==> config.mk <==
export PLATFORM = sky130hd
export DESIGN_NAME = grf_scoreboard
export DESIGN_NICKNAME = d
export VERILOG_FILES = /design/src/rtl/grf_scoreboard.sv
export SDC_FILE = /design/constraint.sdc
export NUM_CORES = 2
export LEC_CHECK = 0
export BUFFER_PORTS_ARGS = -buffer_cell sky130_fd_sc_hd__buf_4
export CAP_MARGIN = 40
export CORE_MARGIN = 1
export CORE_UTILIZATION = 55
export DETAILED_ROUTE_END_ITERATION = 6
export PLACE_DENSITY = 0.74
export SKIP_LAST_GASP = 1
export SLEW_MARGIN = 25
export SYNTH_ARGS = -nofsm -noshare
export SYNTH_HDL_FRONTEND = slang
export SYNTH_SLANG_ARGS = --single-unit
==> constraint.sdc <==
create_clock -name clk -period 85.5 [get_ports clk]
set_input_delay 4.275 -clock clk [delete_from_list [all_inputs] [get_ports clk]]
set_output_delay 4.275 -clock clk [all_outputs]
set_load 0.01 [all_outputs]
==> src/rtl/grf_scoreboard.sv <==
// Parametrised general register file with write-through bypass and a pending-write scoreboard.
// Optional WRITE_TRACE_EN macro enables a simulation-only writeback trace display.
module grf_scoreboard #(
  parameter int unsigned DATA_W = 32,
  parameter int unsigned ADDR_W = 5,
  parameter int unsigned NUM_RD = 2
) (
  input  logic                       clk,
  input  logic                       reset,
  input  logic [NUM_RD*ADDR_W-1:0]   rd_addr,
  output logic [NUM_RD*DATA_W-1:0]   rd_data,
  output logic [NUM_RD-1:0]          rd_pend,
  input  logic                       wr_en,
  input  logic [ADDR_W-1:0]          wr_addr,
  input  logic [DATA_W-1:0]          wr_data,
  input  logic [31:0]                wr_pc,
  input  logic                       iss_en,
  input  logic [ADDR_W-1:0]          iss_addr,
  output logic [ADDR_W:0]            pend_cnt
);

  localparam int unsigned DEPTH = 1 << ADDR_W;
  localparam int unsigned CNT_W = ADDR_W + 1;

  logic [DATA_W-1:0] regs_q [DEPTH];
  logic [DATA_W-1:0] regs_d [DEPTH];
  logic [DEPTH-1:0]  pend_q, pend_d;
  logic [CNT_W-1:0]  cnt_q, cnt_d;
  logic              wr_hit, iss_hit, set_new, clr_real;
  logic [ADDR_W-1:0] ra;

  // Next-state for storage, pending bits and the incremental popcount; set beats clear.
  always_comb begin
    wr_hit   = wr_en && (wr_addr != '0);
    iss_hit  = iss_en && (iss_addr != '0);
    regs_d   = regs_q;
    pend_d   = pend_q;
    set_new  = iss_hit && !pend_q[iss_addr];
    clr_real = wr_hit && pend_q[wr_addr] && !(iss_hit && (iss_addr == wr_addr));
    if (wr_hit) begin
      regs_d[wr_addr] = wr_data;
      pend_d[wr_addr] = 1'b0;
    end
    if (iss_hit) begin
      pend_d[iss_addr] = 1'b1;
    end
    cnt_d = cnt_q + CNT_W'(set_new) - CNT_W'(clr_real);
  end

  always_ff @(posedge clk or posedge reset) begin
    if (reset) begin
      regs_q <= '{default: '0};
      pend_q <= '0;
      cnt_q  <= '0;
    end else begin
      regs_q <= regs_d;
      pend_q <= pend_d;
      cnt_q  <= cnt_d;
    end
  end

  // Combinational read ports: a same-cycle writeback both forwards data and releases the stall.
  always_comb begin
    rd_data = '0;
    rd_pend = '0;
    ra      = '0;
    for (int k = 0; k < int'(NUM_RD); k++) begin
      ra = rd_addr[k*ADDR_W +: ADDR_W];
      if (ra != '0) begin
        if (wr_en && (ra == wr_addr)) begin
          rd_data[k*DATA_W +: DATA_W] = wr_data;
        end else begin
          rd_data[k*DATA_W +: DATA_W] = regs_q[ra];
          rd_pend[k]                  = pend_q[ra];
        end
      end
    end
  end

  assign pend_cnt = cnt_q;

`ifdef WRITE_TRACE_EN
  always @(posedge clk) begin
    if (!reset && wr_en && (wr_addr != '0)) begin
      $display("@%08h: $%2d <= %h", wr_pc, wr_addr, wr_data);
    end
  end
`else
  logic wr_pc_unused;
  assign wr_pc_unused = ^wr_pc;
`endif

endmodule

==> metrics.md <==
| Metric | Value |
|---|---|
| HPWL after detailed placement | `112000 um` |
| End of the critical path | `rd_data[31]` |
| EDFF count, synth | `0` |
| Slew headroom | `31.8%` |
| Largest net degree at the start of global routing | `178` |
| Reg clk slew, reported paths | `0.06 ns` |
| Cell count after synthesis | `4083` |
| Register area share after synthesis | `45.8%` |
| Top cells by area, synth | `dfrtp_1 46%, mux2_2 19%, mux4_2 17%, mux2i_1 3.5%, clkbuf_1 1.5%` |
| Initial cell density of the core | `55.7%` |
| Net Count, Synth | `4178` |
| Share of cells above drive strength 1 | `47.3%` |
| Avg WL per Cell | `34.7 um` |
| Most frequent cell after synthesis | `dfrtp_1` |
| CORE AREA | `104000 um^2` |
| Clock Path Buffers | `3` |
| Total Wirelength | `190000 um` |
| Layout Cells excl Fill | `5473` |
| Skew final | `0.0230 ns` |
| DR vias/cell | `7.31` |
| Clock Power Share | `32.8%` |
| Fin crit share | `15.4%` |
| Die X | `327 um` |
| Worst-skew pair later-pin latency | `0.73 ns` |
| Ports | `160` |
| HP Class | `reg2reg` |
| TNS Setup | `0 ns` |
| Max VDD drop | `0.0187 mV` |
| Nets | `4095` |
| First-pass GRT wire length | `279000 um` |
| Finish-stage setup viols | `0` |
| 1st-iter DRT viols | `5212` |
| Die height | `327 um` |
| Net Sw Frac | `28.3%` |
| Reg2reg end | `pend_cnt[4]` |
| GPL Wtd Cong | `0.856` |
| Reg-to-reg critical path startpoint | `pend_q[27]` |
| #FFs+latches synth | `1062` |
| Global route overflow | `0` |
| Rows | `118` |
| Post-synthesis average cell area | `14.2 um^2` |
| Fill count | `7740` |
| # placed instances | `5260` |
| Initial antenna violation count | `10` |
| Total GRT Usage | `35.8%` |
| Logic pwr share | `22.0%` |
| TritonCTS Sinks | `1062` |
| DIE AREA | `107000 um^2` |
| TritonCTS clock tree | `yes` |
| Critical Path End Type | `output port` |
| Register-to-Register Path Depth | `13` |
| Post-CTS setup buffer count | `0` |
| CP Max Fanout | `47` |
| Final hold viol count | `0` |
| Reg2reg setup slack | `82.26 ns` |
| Area growth syn-to-layout | `10.4%` |
| H-tree levels | `3` |
| TritonRoute pass-1 iters | `6` |
| Critical path start-end classification | `in2out` |
| Tmin final | `13.19 ns` |
| Netlist cell types | `75` |
| Worst-margin pin slew | `1.02 ns` |
| Leak pwr | `27.7 nW` |
| FF/Latch Area | `26600 um^2` |
| Predominant post-synthesis flop cell | `dfrtp_1` |
| CTS Hold Bufs | `0` |
| Async S/R FF share, synth | `100%` |
| Sw power | `0.421 mW` |
| Unrepaired setup endpoints after global routing | `no` |
| Port buffer count | `127` |
| CTS Buf Count | `110` |
| Leading area contributor after synthesis | `dfrtp_1` |
| Worst Setup SP | `rd_addr[0]` |
| Crit path DAT | `8.91 ns` |
| DRC viols | `0` |
| Clock root buffer | `clkbuf_16` |
| Sequential fraction of design power | `45.2%` |
| PostCTS Resize Cnt | `0` |
| Top-area cell type share of the netlist area | `45.8%` |
| Cell Pwr Density | `23.2 nW/um^2` |
| Cell internal pwr | `1.07 mW` |
| Max frequency | `0.0758 GHz` |
| Setup crit start kind | `input port` |
| # Max-Cap Violations | `0` |
| Outcome | `completed` |
| YS warnings | `0` |
| WP data required | `81.22 ns` |
| Vias in the first global route | `40300` |
| Via count | `40000` |
| Slew Limit Fails | `0` |
| Synth cell count leaders | `1062 x dfrtp_1, 987 x mux2_2, 446 x mux4_2` |
| Cell Area, Synth | `58000 um^2` |
| Multi-input gate area | `29300 um^2` |
| Post-DRT Antenna Nets | `0` |
## metal layers
layer / GRT usage [%] / wire length (um) / vias up
li1: - / - / 15700
met1: 47.5 / 70700 / 21200
met2: 54.1 / 86800 / 2513
met3: 9.53 / 20800 / 606
met4: 19.6 / 11300 / 14
met5: 0 / 109 / -
## metrics by stage
step	utilization, %	power [mW]	worst slack (ns)	hold WS (ns)	cell area, um^2
finish	61.5	1.49	72.31	0.396	64000
global route	61.5	1.54	71.99	0.409	64000
CTS	61.3	1.48	72.26	0.397	63800
detailed placement	57.8	0.999	72.26	0.383	60200
global placement	57.1	0.981	71.47	0.377	59400
floorplan	-	0.906	51.33	0.441	58000
## cell families (layout without fill, tap and decap cells)
| kind of cell | after synthesis | after routing | synth area share (%) |
|---|---|---|---|
| multiplexers | 1644 | 1644 | 40.1 |
| AND/OR/NAND/NOR | 323 | 323 | 2.81 |
| other | 0 | 4 | 0 |
| XOR/XNOR | 20 | 20 | 0.302 |
| flip-flops | 1062 | 1062 | 45.8 |
| buffers and inverters | 485 | 491 | 4.12 |
| AO/OA/AOI/OAI | 542 | 542 | 6.65 |
| adder cells (fa/ha/maj) | 7 | 7 | 0.164 |
## worst min-delay path by stage
stage / from / to / slack, ns / cells past startpoint
finish: regs_q[1015] / regs_q[1015] / 0.40 / 0
global route: regs_q[1006] / regs_q[1006] / 0.41 / 0
CTS: regs_q[1005] / regs_q[1005] / 0.40 / 0
detailed placement: regs_q[1011] / regs_q[1011] / 0.38 / 0
global placement: regs_q[1020] / regs_q[1020] / 0.38 / 0
floorplan: regs_q[1000] / regs_q[1000] / 0.44 / 1
## placed cells by master, fill, tap and decap left out, types with 9 or more instances in the layout
cell	n
dfrtp_1	1062
mux2_2	987
mux4_2	446
buf_4	208
mux2i_1	204
o21ai_0	113
clkbuf_16	110
nand2_1	97
o22ai_1	84
a221oi_1	77
a22oi_1	63
nor2_1	40
a22o_1	34
nand3_1	31
a211oi_1	31
clkbuf_1	29
clkbuf_8	28
a21oi_1	27
inv_1	22
nor3_1	22
buf_12	22
buf_16	20
clkinv_2	19
nand2_2	17
nor2_4	16
nand2b_1	16
o21a_1	15
a21boi_0	14
a311o_1	14
xnor2_1	13
o311ai_0	13
nor2b_1	11
nor4_1	11
buf_8	9
## critical path, stage by stage
cell and delay [ns]:
buf_8 0.42, buf_4 0.67, buf_4 0.51, buf_12 0.30, buf_4 0.37, buf_4 0.46, buf_12 0.29, mux4_2 0.52
and2_1 0.17, a211oi_1 0.21, a211oi_1 0.11, a22o_1 0.27, buf_4 0.16
## power groups by stage
stage                     Sequential (mW)  Clock [mW]  Combinational [mW]
after floorplan                     0.657           0               0.250
after global placement              0.669           0               0.312
after detailed placement            0.677           0               0.322
after CTS                           0.669       0.491               0.324
after global routing                0.684       0.511               0.347
final                               0.673       0.488               0.327
## state kept, by name (all words and copies together) (netlist names)
| signal | flops |
|---|---|
| pend_q | 32 |
| regs_q | 1024 |
| pend_cnt | 6 |
## layout make-up
type	instances	share of cell area, %
diodes	4	0.0156
clock buffers	167	5.07
clock inverters	34	0.598
inverters	27	0.170
multi-input cells	2536	45.7
flip-flops and latches	1062	41.5
well taps	1380	2.70
repair buffers	263	4.24
Power figures use the tool's default switching activity.
